`src/rtl/seg7_scan_reader.sv`:
```
// seg7_scan_reader: recovers BCD digits from a multiplexed active-low 7-segment bus
module seg7_scan_reader #(
  parameter int DIGITS = 4,
  parameter int STABLE_CYCLES = 4,
  localparam int IW = DIGITS > 1 ? $clog2(DIGITS) : 1,
  localparam int CW = $clog2(STABLE_CYCLES + 1)
) (
  input  logic                  clk,
  input  logic                  rst,
  input  logic [DIGITS-1:0]     an_n,
  input  logic [6:0]            seg,
  output logic [4*DIGITS-1:0]   bcd_out,
  output logic [DIGITS-1:0]     digit_err,
  output logic                  sample_valid,
  output logic [IW-1:0]         sample_idx,
  output logic                  frame_valid,
  output logic                  frame_err
);
  typedef enum logic [1:0] {IDLE, COUNT, CAPTURED} state_t;
  state_t state;
  logic [DIGITS-1:0] an_r, mask, mask_nxt, err_nxt;
  logic [6:0] seg_r;
  logic [CW-1:0] cnt;
  logic [IW-1:0] idx;
  logic [3:0] dec;
  logic qual, chg, cap, err;
  // dwell qualification, active position, segment decode and next frame bookkeeping
  always_comb begin
    qual = ($countones(~an_r) == 1) && (seg_r != 7'h7F);
    chg = {an_n, seg} != {an_r, seg_r};
    cap = (state == COUNT) && !chg && (cnt == CW'(STABLE_CYCLES - 1));
    idx = '0;
    for (int i = 0; i < DIGITS; i++) if (!an_r[i]) idx = IW'(i);
    case (seg_r)
      7'b0000001: dec = 4'd0;
      7'b1001111: dec = 4'd1;
      7'b0010010: dec = 4'd2;
      7'b0000110: dec = 4'd3;
      7'b1001100: dec = 4'd4;
      7'b0100100: dec = 4'd5;
      7'b0100000: dec = 4'd6;
      7'b0001111: dec = 4'd7;
      7'b0000000: dec = 4'd8;
      7'b0000100: dec = 4'd9;
      default:    dec = 4'hF;
    endcase
    err = dec == 4'hF;
    err_nxt = digit_err;
    err_nxt[idx] = err;
    mask_nxt = mask | (DIGITS'(1) << idx);
  end
  // input capture, dwell FSM and registered capture/frame outputs
  always_ff @(posedge clk) begin
    if (rst) begin
      an_r <= '1;
      seg_r <= '1;
      state <= IDLE;
      cnt <= '0;
      mask <= '0;
      bcd_out <= '0;
      digit_err <= '0;
      sample_valid <= 1'b0;
      sample_idx <= '0;
      frame_valid <= 1'b0;
      frame_err <= 1'b0;
    end else begin
      an_r <= an_n;
      seg_r <= seg;
      sample_valid <= 1'b0;
      frame_valid <= 1'b0;
      if (chg) begin
        cnt <= '0;
        state <= IDLE;
      end else begin
        case (state)
          IDLE: if (qual) begin
            state <= COUNT;
            cnt <= CW'(1);
          end
          COUNT: cnt <= cnt + 1'b1;
          default: ;
        endcase
      end
      if (cap) begin
        state <= CAPTURED;
        bcd_out[4*idx +: 4] <= dec;
        digit_err <= err_nxt;
        sample_valid <= 1'b1;
        sample_idx <= idx;
        mask <= &mask_nxt ? '0 : mask_nxt;
        frame_valid <= &mask_nxt;
        if (&mask_nxt) frame_err <= |err_nxt;
      end
    end
  end
endmodule

```
`config.mk`:
```
export PLATFORM = sky130hd
export DESIGN_NAME = seg7_scan_reader
export DESIGN_NICKNAME = d
export VERILOG_FILES = /design/src/rtl/seg7_scan_reader.sv
export SDC_FILE = /design/constraint.sdc
export NUM_CORES = 1
export LEC_CHECK = 0
export CAP_MARGIN = 20
export CORE_UTILIZATION = 30
export DETAILED_ROUTE_END_ITERATION = 6
export DONT_BUFFER_PORTS = 1
export GPL_ROUTABILITY_DRIVEN = 0
export SETUP_SLACK_MARGIN = 0.4
export SLEW_MARGIN = 5
export SYNTH_ARGS = -nofsm -noshare
export SYNTH_HDL_FRONTEND = slang
export SYNTH_SLANG_ARGS = --single-unit
export TNS_END_PERCENT = 5
```
`constraint.sdc`:
```
create_clock -name clk -period 3.87 [get_ports clk]
set_input_delay 0.9675 -clock clk [delete_from_list [all_inputs] [get_ports clk]]
set_output_delay 0.9675 -clock clk [all_outputs]
set_load 0.01 [all_outputs]
```
# After elaboration in Yosys (flattened, before gate mapping)
# Index checks and enable logic that the tools add are counted.
# totals
register_bits	45
latchBits	0
ram_bits	0
rom_bits	0
input_bits	13
out_inout_bits	25
elab_cells	76
memories	0
# op_classes
addsub	5
multipliers	0
div_mod_pow	0
magnitude_cmp	2
n_eq_ne	16
shift	3
mux	16
bitwise	3
n_reduce_logical	19
# ops
op	n
$pmux 4 s10	1
$neg 4->34	1
$shift 4x34->16 const A	1
$shiftx 4x34->16	1
$bwmux 16	1
$eq 7x3->1 const B	2
$eq 7x6->1 const B	2
$eq 7x7->1 const B	2
$mux 2	6
$ne 11x11->1	1
$eq 7x1->1 const B	1
$eq 7x4->1 const B	1
$eq 7x5->1 const B	1
$logic_not 7->1	1
$ne 7x7->1 const B	1
$pmux 3 s2	1
$reduce_and 2->1	3
$reduce_bool 3->1	2
$reduce_and 5->1	1
$add 1x1->2	2
$bwmux 4	1
$eq 4x4->1 const B	1
$logic_and 1x1->1	4
$mux 4	1
other kinds (22)	25

# Longest topological paths before layout
# Gate-level depths: netlist (run 1).
# depth
depth_word	9
depth_mapped	9
ltp_nobuf	9

# Worst setup path before layout (run 1)
# OpenSTA, ideal clock, no wires.
# synth_timing
path_type	register -> register
start	register an_r[0]
end	register cnt[2]
arrival_ns	2.288
setup_slack_ns	1.463
stages_incl_launch_ff	10
n_path_buf	0
synth_period_minus_slack_ns	2.407
cell_sequence	dfxtp_1 -> fa_1 -> inv_1 -> ha_1 -> ha_1 -> or4b_1 -> a211oi_1 -> nor2_1 -> a22oi_1 -> nor2_1
# synth_via
elab_chain_len	7
elab_cells_between_ends	9
cone_classes	add/sub (2); eq/ne (3); bitwise (1); reduce/logical (3)
# synth_lines
item	line_no	text
start, declared	21	logic [DIGITS-1:0] an_r, mask, mask_nxt, err_nxt;
start signal, assigned	67	an_r <= an_n;
$not 4->4	29	qual = ($countones(~an_r) == 1) && (seg_r != 7'h7F);
$add 1x1->2 (implied by the code)	29	
$add 2x2->3 (implied by the code)	29	
$eq 3x1->1	29	
$logic_and 1x1->1	29	
$ne 2x2->1 (no line)	--	
$reduce_and 2->1 (no line)	--	
end signal, assigned	80	COUNT: cnt <= cnt + 1'b1;
end, declared	23	logic [CW-1:0] cnt;
# Several ways; a longest one is shown, not always the timed one.
# A chain may end at the register's enable or synchronous reset.

# Worst setup path in the final report (run 1)
# layout_timing
start	register an_r[3]
end	register cnt[1]
# The elaborated chain is that of the path after synthesis.

==> impl_metrics.yaml, run 1 <==
synthesis:
  synth_nets: 248
  synth_most_common_cell: "dfxtp_1"
  ys.flop_type: "dfxtp_1"
  ys_warn_count: 0
  synth_seq_cells: 45
  synth_common_cells: "45 x dfxtp_1, 30 x nor2_1, 15 x a211oi_1"
  postSynthAreaPerCell_sq_um: 9.923
  syn_area_sq_um: 2282
  synth_largest_area_cell: "dfxtp_1"
  ys_types: 50
  asyncSetResetFlopFracSynth_pct: 0
  syn_inst: 230
  netlist.area_leader.share_pct: 39.47
  synth-edff-count: 0
  synthTopCellsByArea: "dfxtp_1 39%, a211oi_1 4.9%, nor2_1 4.9%"
  synth_seq_area_share_pct: 39.47
worst_setup_path:
  required_ns: 4.06
  critPathKind: "reg2reg"
  slowest_stage: "dfxtp_1"
  crit_chain: "fa_1 -> inv_1 -> ha_1 -> ha_1 -> or4b_1 -> a211oi_1 -> nor2_1 -> a22oi_1 -> nor2_1"
  cpPeakStageDelay_ns: 0.60
  crit_arrival_ns: 2.89
  start_kind: "flip-flop"
  cp-end-kind: "flip-flop"
  crit_fanout: 10
layout:
  regArea_sq_um: 900.9
  antenna_cells: 0
  instances_no_fill: 324
  nets: 242
  fillers: 792
  drive_gt1_share_pct: 17.33
  postLayoutCoreUtil_pct: 33.39
  multi_input_area_sq_um: 1260
  area_growth_pct: 6.689
placed_design:
  io_buffers: 0
  dp_cells: 316
  pre_cts_slack_ns: 1.167
  place_hpwl_microns: 3602
global_routing:
  grt_util_all_layers_pct: 13.47
  grt_pass1_wl_microns: 7997
  antenna_found_initial: 0
  grt_max_degree: 38
  gr-total-overflow: 0
  first_global_vias: 1595
clocking:
  post_cts_resized: 0
  cts.sink_count: 45
  cts_tree: "done"
  clock_latency_ns: 0.31
  clockRootBuffer: "clkbuf_8"
  ctsHoldBuffers: 0
  cts_setup_buffers: 0
  clk_pin_slew_worst_paths_ns: 0.10
  clock_path_buffers: 2
  htreeDepth: 2
  cts_buffers: 5
power_and_ir_drop:
  power_density_nw_per_um2: 385.7
  ir_worst_vdd_mv: 0.1450
  total_power_uw: 939.1
  leakage_nw: 0.8472
route:
  dr_total_vias: 1639
  wirelength_microns: 4947
  via_per_inst: 5.059
  first_pass_iters: 4
  route.detailed.drc: 0
  routedWlPerCell_microns: 15.27
  drt.antenna.violating_nets: 0
  drtIter0Drc: 67
sta:
  fin_crit_sh_pct: 69.91
  drv_slew: 0
  skew_ns: 0.01237
  worst_slack_ns: 1.165
  tns_ns: 0
  fmax_ghz: 0.3696
  hold_violations: 0
  rsz0062_at_grt: "no"
  period_needed_ns: 2.705
  finalSetupViolCount: 0
  max_slew_margin_pct: 52.80
  worst_pin_slew_ns: 0.7028
die:
  die_area_sq_um: 7960
  coreArea_sq_um: 7292
  die_x_microns: 89.22
  row_count: 31
  die_h_microns: 89.22
  num_io_pins: 38
  start_util_pct: 31.30
run_status:
  status: "finished, final reports clean"
job:
  cap_violations: 0
min_path:
  hp-class: "reg2reg"
## logic make-up (layout without fill, tap and decap cells)
kind of cell / Yosys count / after routing / share of synthesized area, %
adder cells (fa/ha/maj): 5 / 5 / 3.070
XOR/XNOR: 11 / 11 / 7.182
AO/OA/AOI/OAI: 53 / 53 / 16.39
buffers and inverters: 22 / 17 / 5.317
multiplexers: 6 / 6 / 2.632
flip-flops: 45 / 45 / 39.47
AND/OR/NAND/NOR: 88 / 88 / 25.93
## path summary, 6_finish.rpt
kind                                end  slack, ns  cells past startpoint     from
worst max-delay path             cnt[1]       1.16                      9  an_r[3]
worst min register to register  mask[3]       0.48                      1  mask[3]
worst max register to register   cnt[1]       1.16                      9  an_r[3]
worst min-delay path            mask[3]       0.48                      1  mask[3]
## layout by cell type, fill, tap and decap left out, types with 6 or more instances in the layout
master / count
dfxtp_1: 45
nor2_1: 30
a211oi_1: 15
or2_2: 12
a21oi_1: 11
inv_1: 9
nor3_1: 7
mux2i_1: 6
## state kept, by name, indices dropped and copies added (netlist names)
| name | count |
|---|---|
| frame_valid | 1 |
| sample_valid | 1 |
| state | 2 |
| frame_err | 1 |
| cnt | 3 |
| mask | 4 |
| digit_err | 4 |
| seg_r | 7 |
| an_r | 4 |
| sample_idx | 2 |
| bcd_out | 16 |
## stage by stage
stage	instance area, sq um	hold slack, ns
floorplan	2282	0.4406
global placement	2318	0.4568
detailed placement	2318	0.4583
CTS	2435	0.4823
global route	2435	0.5011
finish	2435	0.4797
## power by group
part           internal (mW)  leakage (nW)  switching, mW
Combinational         0.0341         0.422         0.0400
Clock                  0.197        0.0591          0.183
Sequential             0.469         0.366         0.0157
Total                  0.700         0.847          0.239
## worst max-delay path: cells and delay by family, from the launching register on
kind | cells | cell delay (ns)
buffers and inverters | 1 | 0.07
AOI/OAI and AO/OA | 2 | 0.45
DFF | 1 | 0.60
adders and majority gates | 3 | 0.85
and+or+nand+nor | 3 | 0.62
## layer usage
metal / routed length (microns) / vias up / track usage [%]
met5: 0 / - / 0
met4: 78 / 0 / 5.051
met3: 367 / 9 / 4.709
met2: 2268 / 37 / 21.93
met1: 2233 / 776 / 16.43
li1: - / 817 / -
## area by class of cell
class | instances | share of cell area, %
inverters | 9 | 1.387
multi-input cells | 163 | 51.75
clock buffers | 5 | 2.826
flip-flops and latches | 45 | 37.00
clock inverters | 3 | 1.953
well taps | 99 | 5.087
(Power assumes the default switching activity.)
==> inputs of run 2 (changes only) <==
clock period = 2.8 ns   (was 3.87 ns; I/O delays follow)
==> run 2 against run 1 <==
Largest power group unchanged. Clock power grew 33%. Global-route usage fell by 0.63 points. Critical endpoint is now cnt[2]. Sequential power is 38% higher. Critical path type unchanged. Via count increased by 0.79%.
==> impl_metrics.yaml, run 2 (synthesized netlist as in run 1, its figures left out) <==
layout:
  nets: 244
  fin_area_sq_um: 2455
  largest_reg_flops: 16
  postLayoutCoreUtil_pct: 33.67
  final_common_cell: "dfxtp_1"
  reg_top3: "bcd_out: 16 flops, seg_r: 7 flops"
  instances_no_fill: 326
  drive_gt1_share_pct: 18.06
  antenna_cells: 0
  layout_common_cells: "45 x dfxtp_1, 30 x nor2_1, 14 x a211oi_1"
  area_growth_pct: 7.566
  largest_register: "bcd_out"
die:
  die_area_sq_um: 7960
  num_io_pins: 38
  coreArea_sq_um: 7292
  die_h_microns: 89.22
  die_x_microns: 89.22
  start_util_pct: 31.30
  row_count: 31
sta:
  drv_slew: 0
  worst_slack_ns: 0.3059
  period_needed_ns: 2.494
  tns_ns: 0
  finalSetupViolCount: 0
  holdWs_ns: 0.4750
  fmax_ghz: 0.4009
  rsz0062_at_grt: "yes"
  fin_crit_sh_pct: 89.08
  max_slew_margin_pct: 56.90
  hold_violations: 0
  skew_ns: 0.007581
  worst_pin_slew_ns: 0.6417
global_routing:
  grt_pass1_wl_microns: 7714
  grt_util_all_layers_pct: 12.84
  met1_usage_pct: 16.90
  gr-total-overflow: 0
  grt.busiest_layer: "met2"
  met3_usage_pct: 4.155
  grt_use_met2_pct: 20.12
  antenna_found_initial: 0
  grt_max_degree: 38
  first_global_vias: 1503
power_and_ir_drop:
  leakage_nw: 0.8574
  clock_power_share_pct: 39.4
  pwr-share-comb_pct: 8.5
  ir_worst_vdd_mv: 0.2128
  p_int_uw: 988.0
  total_power_mw: 1.279
  power_density_nw_per_um2: 521.2
  power.share.switching_pct: 22.77
  p_sw_uw: 291.4
  pwr-share-seq_pct: 52.2
clocking:
  clock_path_buffers: 2
  clockRootBuffer: "clkbuf_8"
  cts.sink_count: 45
  cts_setup_buffers: 0
  cts_buffers: 5
  htreeDepth: 2
  cts_tree: "done"
  clock_latency_ns: 0.29
  post_cts_resized: 0
  clk_pin_slew_worst_paths_ns: 0.09
  ctsHoldBuffers: 0
route:
  dr_total_vias: 1652
  drtIter0Drc: 65
  drt.antenna.violating_nets: 0
  first_pass_iters: 4
  routedWlPerCell_microns: 14.72
  route.detailed.drc: 0
  via_per_inst: 5.067
  wirelength_microns: 4800
run_status:
  status: "finished, final reports clean"
worst_setup_path:
  rrSetupSlack_ns: 0.31
  crit_start: "an_r[0]"
  crit_chain: "fa_1 -> inv_1 -> ha_1 -> ha_1 -> or4b_1 -> a211oi_2 -> nor2_1 -> a22oi_1 -> nor2_1"
  r2r_end: "cnt[2]"
  cpPeakStageDelay_ns: 0.55
  crit_fanout: 3
  r2r_start: "an_r[0]"
  cp-end-kind: "flip-flop"
  start_kind: "flip-flop"
  slowest_stage: "fa_1"
  crit_arrival_ns: 2.68
  critPathKind: "reg2reg"
  required_ns: 2.98
  r2r_cells: 9
job:
  cap_violations: 0
placed_design:
  dp_cells: 318
  dpl_cell_area_sq_um: 2338
  io_buffers: 0
  pre_cts_slack_ns: 0.3195
  place_hpwl_microns: 3543
min_path:
  hold_end: "mask[3]"
  hold_start: "mask[3]"
  hold_depth: 1
  hp-class: "reg2reg"
-- run 2: cell count changes in the layout (fill, tap and decap cells not counted) --
cell / previous run / this run
a211oi_1: 15 / 14
clkbuf_1: 0 / 1
a211oi_2: 0 / 1
inv_6: 2 / 0
clkbuf_8: 5 / 6
buf_4: 0 / 2
-- run 2: layer usage --
layer,up-vias,wire length (microns)
met5,-,0
met4,0,42
met3,2,332
met2,47,2187
met1,775,2237
li1,828,-
-- run 2: how the worst max path moves through the flow --
stage,endpoint,slack (ns)
after global routing,cnt[1],0.20
after floorplan,cnt[2],0.46
after CTS,cnt[1],0.29
final,cnt[2],0.31
after detailed placement,cnt[2],0.32
after global placement,cnt[1],0.39
-- run 2: final cells by class --
| type | instances | area, sq um |
|---|---|---|
| well taps | 99 | 123.9 |
| repair buffers | 2 | 15.01 |
| multi-input cells | 163 | 1265 |
| inverters | 9 | 33.78 |
| flip-flops and latches | 45 | 900.9 |
| fillers | 748 | 4837 |
| clock buffers | 7 | 86.33 |
| clock inverters | 1 | 30.03 |
-- run 2: power by group through the flow --
stage,clock [mW],sequential [mW],combinational (mW)
3_5_place_dp,0,0.683,0.107
3_3_place_gp,0,0.682,0.106
6_report,0.504,0.668,0.108
4_1_cts,0.518,0.668,0.109
2_1_floorplan,0,0.667,0.118
5_1_grt,0.544,0.670,0.119
-- run 2: worst max-delay path: cells and delay by family (launching register included) --
family	cells	cell delay, ns
fa+ha+maj	3	0.98
flops	1	0.34
simple gates	3	0.62
compound gates	2	0.39
buf+inv	1	0.04
